==> src/rtl/addsub_pkg.sv <==
// rtl/addsub_pkg.sv - shared operation/flag types and configuration check for pipelined_addsub
package addsub_pkg;

  typedef enum logic {
    OP_ADD = 1'b0,
    OP_SUB = 1'b1
  } addsub_op_e;

  // Shared with the ALU and the branch unit.
  typedef struct packed {
    logic carry;
    logic zero;
    logic neg;
    logic ovf;
  } alu_flags_t;

  function automatic bit addsub_cfg_ok(input int width, input int stages);
    return (stages >= 1) && (stages <= width) && ((width % stages) == 0);
  endfunction

endpackage

==> src/rtl/addsub_segment.sv <==
// rtl/addsub_segment.sv - one SEG-bit ripple slice with registered sum, carry-out and valid
module addsub_segment
  import addsub_pkg::*;
#(
  parameter int SEG = 8
) (
  input  logic           clk,
  input  logic           rst_n,
  input  logic           adv,
  input  logic           beat,
  input  logic           cin,
  input  logic [SEG-1:0] a,
  input  logic [SEG-1:0] b,
  output logic           valid,
  output logic           cout,
  output logic [SEG-1:0] sum
);

  logic [SEG:0] total;

  assign total = {1'b0, a} + {1'b0, b} + {{SEG{1'b0}}, cin};

  always_ff @(posedge clk or negedge rst_n) begin
    if (!rst_n) begin
      valid <= 1'b0;
    end else if (adv) begin
      valid <= beat;
    end
  end

  // Data registers are don't-care while valid is low, so they carry no reset.
  always_ff @(posedge clk) begin
    if (adv) begin
      cout <= total[SEG];
      sum  <= total[SEG-1:0];
    end
  end

endmodule

==> src/rtl/pipelined_addsub.sv <==
// rtl/pipelined_addsub.sv - segmented-carry pipelined add/sub with ALU flags; ADDSUB_SAT_EN adds in_sat saturation
module pipelined_addsub
  import addsub_pkg::*;
#(
  parameter int WIDTH  = 32,
  parameter int STAGES = 4
) (
  input  logic             clk,
  input  logic             rst_n,
  input  logic             in_valid,
  output logic             in_ready,
  input  logic [WIDTH-1:0] in_a,
  input  logic [WIDTH-1:0] in_b,
  input  logic             in_sub,
`ifdef ADDSUB_SAT_EN
  input  logic             in_sat,
`endif
  output logic             out_valid,
  input  logic             out_ready,
  output logic [WIDTH-1:0] out_sum,
  output logic             out_carry,
  output logic             out_zero,
  output logic             out_neg,
  output logic             out_ovf
);

  localparam int SEG  = WIDTH / STAGES;
  localparam int LAST = STAGES - 1;

  if (!addsub_cfg_ok(WIDTH, STAGES)) begin : g_bad_cfg
    $error("pipelined_addsub: WIDTH must be a multiple of STAGES and 1 <= STAGES <= WIDTH");
  end

  addsub_op_e op;
  logic       adv;

  assign op       = addsub_op_e'(in_sub);
  assign adv      = !out_valid || out_ready;
  assign in_ready = adv;

  // op_a/op_b are the operand bits still to be added at the input of stage k;
  // sum is every result bit produced up to and including stage k.
  for (genvar k = 0; k < STAGES; k++) begin : stg
    localparam int LO  = k * SEG;
    localparam int OPW = WIDTH - LO;

    logic [OPW-1:0]    op_a;
    logic [OPW-1:0]    op_b;
    logic              beat;
    logic              cin;
    logic              valid;
    logic              cout;
    logic [SEG-1:0]    seg_sum;
    logic [LO+SEG-1:0] sum;
`ifdef ADDSUB_SAT_EN
    logic              sat;
`endif

    if (k == 0) begin : g_first
      assign op_a = in_a;
      assign op_b = (op == OP_SUB) ? ~in_b : in_b;
      assign beat = in_valid;
      assign cin  = (op == OP_SUB);
      assign sum  = seg_sum;
`ifdef ADDSUB_SAT_EN
      assign sat  = in_sat;
`endif
    end else begin : g_next
      logic [LO-1:0] low;

      always_ff @(posedge clk) begin
        if (adv) begin
          op_a <= stg[k-1].op_a[OPW+SEG-1:SEG];
          op_b <= stg[k-1].op_b[OPW+SEG-1:SEG];
          low  <= stg[k-1].sum;
`ifdef ADDSUB_SAT_EN
          sat  <= stg[k-1].sat;
`endif
        end
      end

      assign beat = stg[k-1].valid;
      assign cin  = stg[k-1].cout;
      assign sum  = {seg_sum, low};
    end

    addsub_segment #(
      .SEG (SEG)
    ) u_seg (
      .clk   (clk),
      .rst_n (rst_n),
      .adv   (adv),
      .beat  (beat),
      .cin   (cin),
      .a     (op_a[SEG-1:0]),
      .b     (op_b[SEG-1:0]),
      .valid (valid),
      .cout  (cout),
      .sum   (seg_sum)
    );
  end

  // Operand sign bits ride alongside the final segment for the overflow flag.
  logic a_sign;
  logic b_sign;
`ifdef ADDSUB_SAT_EN
  logic sat_q;
`endif

  always_ff @(posedge clk) begin
    if (adv) begin
      a_sign <= stg[LAST].op_a[SEG-1];
      b_sign <= stg[LAST].op_b[SEG-1];
`ifdef ADDSUB_SAT_EN
      sat_q  <= stg[LAST].sat;
`endif
    end
  end

  logic [WIDTH-1:0] raw;
  logic [WIDTH-1:0] res;
  alu_flags_t       flags;

  assign raw       = stg[LAST].sum;
  assign out_valid = stg[LAST].valid;

  always_comb begin
    flags.carry = stg[LAST].cout;
    flags.ovf   = (a_sign == b_sign) && (raw[WIDTH-1] != a_sign);
    res         = raw;
`ifdef ADDSUB_SAT_EN
    if (sat_q && flags.ovf) begin
      res = a_sign ? {1'b1, {(WIDTH-1){1'b0}}} : {1'b0, {(WIDTH-1){1'b1}}};
    end
`endif
    flags.zero  = (res == '0);
    flags.neg   = res[WIDTH-1];
  end

  // Only valid bits are reset, so idle outputs are forced to zero here.
  assign out_sum   = out_valid ? res : '0;
  assign out_carry = out_valid & flags.carry;
  assign out_zero  = out_valid & flags.zero;
  assign out_neg   = out_valid & flags.neg;
  assign out_ovf   = out_valid & flags.ovf;

endmodule

==> config.mk <==
export PLATFORM = sky130hd
export DESIGN_NAME = pipelined_addsub
export DESIGN_NICKNAME = d
export VERILOG_FILES = /design/src/rtl/addsub_pkg.sv /design/src/rtl/addsub_segment.sv /design/src/rtl/pipelined_addsub.sv
export SDC_FILE = /design/constraint.sdc
export NUM_CORES = 1
export LEC_CHECK = 0
export ABC_AREA = 1
export BUFFER_PORTS_ARGS = -buffer_cell sky130_fd_sc_hd__buf_4
export CAP_MARGIN = 40
export CORE_UTILIZATION = 45
export DETAILED_ROUTE_END_ITERATION = 12
export HOLD_SLACK_MARGIN = 0.1
export PLACE_DENSITY_LB_ADDON = 0.3
export SLEW_MARGIN = 15
export SYNTH_ARGS = -nofsm -noshare
export SYNTH_HDL_FRONTEND = slang
export SYNTH_SLANG_ARGS = --single-unit
==> constraint.sdc <==
create_clock -name clk -period 2.2 [get_ports clk]
set_input_delay 0.44 -clock clk [delete_from_list [all_inputs] [get_ports clk]]
set_output_delay 0.44 -clock clk [all_outputs]
set_load 0.1 [all_outputs]
== Yosys cells after proc, flatten, opt, wreduce, memory -nomap -nowiden ==
Index checks and enable logic that the tools add are counted.

* Add/subtract/negate cells: 8
* Equality and inequality tests: 2
* Multiplexer cells: 2
* Bitwise operators: 5
* Reduce and logical (&&, ||, !) cells: 4

{| class="wikitable"
|+ Operator list
! cell !! number
|-
| $mux 32 || 2
|-
| $add 8x8->9 || 4
|-
| $add 9x1->9 || 4
|-
| $logic_not 32->1 || 1
|-
| $not 32->32 || 1
|-
| $and 1x1->1 || 4
|-
| $eq 1x1->1 || 1
|-
| $logic_and 1x1->1 || 1
|-
| $logic_not 1->1 || 1
|-
| $logic_or 1x1->1 || 1
|-
| $ne 1x1->1 || 1
|}

* Flip-flop bits (word level): 186
* Output and inout port bits: 38

== Longest topological paths before layout ==
* Word-level depth: 4
* Depth in mapped cells: 12
* Gate-level depth less buffers: 11

== Cells and area by module ==
Synthesis repeated with hierarchy kept, for this count alone.

* Cell total of the unflattened synthesis: 569
* Area, all modules: 7875.1 um2

{| class="wikitable"
|+ By module, submodules not included
! module !! times used !! cells each !! area an instance (um2)
|-
| pipelined_addsub || 1 || 289 || 5144.9
|-
| addsub_segment at stg[1].u_seg ... || 3 || 70 || 690.7
|-
| addsub_segment at stg[0].u_seg || 1 || 70 || 658.1
|}

== Worst setup path before layout ==
OpenSTA, ideal clock, no wires.

* Kind: register -> output
* From: register stg[3].u_seg.valid
* To: output port out_ovf
* Arrival time: 3280 ps
* Data required time: 1760 ps
* Setup slack: -1520 ps
* Cell stages (with the launch flop): 4
* Cell sequence: dfrtp_1 buf_4 inv_2 nor3_1

* Word-level cells in the longest chain between the ends: 1

{| class="wikitable"
|+ RTL lines
! element !! RTL line !! RTL
|-
| start, declared || addsub_segment.sv:14 || <nowiki>output logic valid,</nowiki>
|-
| start signal, assigned || addsub_segment.sv:27 || <nowiki>valid <= beat;</nowiki>
|-
| $and 1x1->1 || pipelined_addsub.sv:145 || <nowiki>assign out_ovf = out_valid & flags.ovf;</nowiki>
|-
| end, declared || pipelined_addsub.sv:24 || <nowiki>output logic out_ovf</nowiki>
|}

Every way passes these cells.

== Final worst setup path ==
* From: register stg[3].g_next.low[8]
* To: output port out_zero

* Word-level cells in the longest chain between the ends: 2

{| class="wikitable"
|+ RTL lines
! element !! RTL line !! RTL
|-
| start, declared || pipelined_addsub.sv:69 || <nowiki>logic [LO-1:0] low;</nowiki>
|-
| start signal, assigned || pipelined_addsub.sv:75 || <nowiki>low <= stg[k-1].sum;</nowiki>
|-
| $logic_not 32->1 || pipelined_addsub.sv:136 || <nowiki>flags.zero = (res == '0);</nowiki>
|-
| $and 1x1->1 || pipelined_addsub.sv:143 || <nowiki>assign out_zero = out_valid & flags.zero;</nowiki>
|-
| end, declared || pipelined_addsub.sv:22 || <nowiki>output logic out_zero,</nowiki>
|}

Every way passes these cells.

==> summary.txt <==
Status = completed
Clk_skew = 0.00854 ns
Largest area contributor in the netlist = edfxtp_1
Crit. Startpoint = stg[3].g_next.low[8]
CTS clk-pin slew, worst paths = 0.07 ns
Synth Flop Type = edfxtp_1
GR Util All Layers = 14.7%
Total CTS buffers = 17
Startpoint types = flop
Mean Syn Cell Area = 13.8 sq um
Most common cell in the netlist = edfxtp_1
CP endpoint kind = output pin
IO buf count = 106
Row count = 47
Crit path max fanout = 2
Met3 GRT Util = 3.91%
Post-CTS Setup Bufs = 0
Clk sinks = 186
Most frequent cells after synthesis = edfxtp_1, nand2_1, inv_1
Final Cycle Share = 97.7%
Clock root buffer = clkbuf_16
H-tree depth = 4
Initial core utilization = 46.2%
Final hold vios = 0
Routed WL = 12000 um
Placed Instance Area = 8770 sq um
Register area share after synthesis = 72.6%
Actual slew at the worst max-slew pin = 0.531 ns
Wire per inst = 13.2 um
Gr busiest metal = met2
CTS tree = yes
Via/cell ratio = 4.58
IO Count = 107
M2 GR Usage = 24.3%
Arrival time at the worst endpoint = 1.71 ns
Startpoint of the worst hold path = in_a[19]
Chip width = 133 um
Synth cell types = 26
Number of global-route vias before repair = 4135
Fin worst setup slack = 0.0516 ns
ANT nets after route = 0
Met1 GRT Util = 17.4%
Final setup viols = 0
RSZ-0062 raised after global routing = yes
Core region area = 16600 sq um
Slew Limit Fails = 0
Mapped Nets = 658
Area of the die = 17600 sq um
Pre-CTS setup slack = 0.152 ns
Final Cell Area = 9370 sq um
Max Cap Viol = 0
Mapped Cells = 554
Fraction of layout cells with a size suffix above 1 = 22.5%
Skew-Pair Late Insertion Delay = 0.42 ns
Initial antenna violation count = 0
DRT Pass-1 Iters = 4
Synthesized cell area = 7670 sq um
Setup tns final = 0 ns
Ant diodes = 0
Via Count = 4165
Max Freq = 0.465 GHz
DRC = 0
Largest net degree at the start of global routing = 105
Die height = 133 um
DR iter-0 viols = 238
First-pass GRT wire length = 19500 um
Slew HR = 64.6%
Dpl hpwl = 8490 um
Synth top area cells = edfxtp_1, nand2_1, xor2_1, ha_1, inv_1
Critical Path RT = 1.76 ns
Min Tclk post-route = 2.15 ns
Critical path type = flop to output pin
Clock tree buffer depth = 2
Top cell type's share of synthesized area = 71.3%
GR Overflow Total = 0
R2R Path Start = stg[2].u_seg.cout
EDFF count, synth = 182
Syn-to-layout area delta = 22.1%
Ys Warns = 0
Final layout net count = 781
Synthesized flop and latch total = 186
Routability cong. = 0.900
Class of the worst hold path = primary input to flop
FFs w/ async S/R, synth = 2.15%
layout by cell type (no fill, tap or decap), types with 3 or more instances in the layout:
cell        Yosys  final
a21oi_1        20     20
ha_1           28     28
a21o_1          4      4
clkinvlp_4      0      4
clkinv_2        0      7
nand3_1        24     24
fa_1            7      7
xor2_1         42     42
clkbuf_16       0     17
nor2_1         17     16
buf_4           5    110
edfxtp_1      182    182
nand2_1       125    125
buf_12          0      3
dfrtp_1         4      3
inv_1          74     73
final timing paths:
path | end | slack (ns) | depth (start not counted)
max in group asynchronous | stg[3].u_seg.valid | 1.74 | 2
min | stg[1].op_a[11] | 0.19 | 1
max reg2reg | stg[3].u_seg.cout | 0.14 | 8
min reg2reg | stg[3].g_next.low[0] | 0.41 | 0
min in group asynchronous | stg[1].u_seg.valid | 0.35 | 2
max | out_zero | 0.05 | 5
cell families after synthesis:
| group | synth area share [%] |
|---|---|
| buf+inv | 4.57 |
| compound gates | 2.20 |
| simple gates | 9.22 |
| flops | 72.6 |
| fa+ha+maj | 6.40 |
| xor+xnor | 5.03 |
sequential cells by signal, summed over array words and instances, names as in the netlist:
register,cells
a_sign,1
b_sign,1
stg.g_next.low,48
stg.op_a,48
stg.op_b,48
stg.u_seg.cout,4
stg.u_seg.sum,32
stg.u_seg.valid,4
final cells by class:
type | count | area, sq um
Fill cell | 1372 | 7220
Sequential cell | 186 | 5570
Multi-Input combinational cell | 283 | 1780
Timing Repair Buffer | 114 | 896
Clock buffer | 17 | 425
Inverter | 75 | 285
Tap cell | 220 | 275
Clock inverter | 15 | 134
worst max-delay path, stage by stage (launching register included):
cell and delay, ns:
edfxtp_1 0.38, or2_1 0.25, nor3_2 0.21, nand2_1 0.12
nor2_4 0.15, buf_12 0.18
per-layer routing:
metal	share of wire, %	wire [um]
met1	43	5230
met2	49	5900
met3	4.5	547
met4	2.9	352
met5	0	0
what timing repair did:
action                                  in CTS  in global routing
endpoints found under the setup margin       1                  1
hold buffers                                 1                  0
endpoints found under the hold margin        4                  0
gates cloned                                 0                  0
resized for setup                            4                  1
pin swaps                                    2                  0
metrics by stage:
step | std cells | hold WS (ns) | utilization (%)
CTS | 910 | 0.163 | 56.4
global placement | 877 | 0.235 | 52.9
detailed placement | 877 | 0.237 | 52.9
finish | 910 | 0.188 | 56.5
global route | 910 | 0.160 | 56.5
floorplan | 554 | 0.144 | -
Power is left out: the tool's default activity adds up to more than one toggle a clock period on the data nets, which glitch-free logic cannot reach.
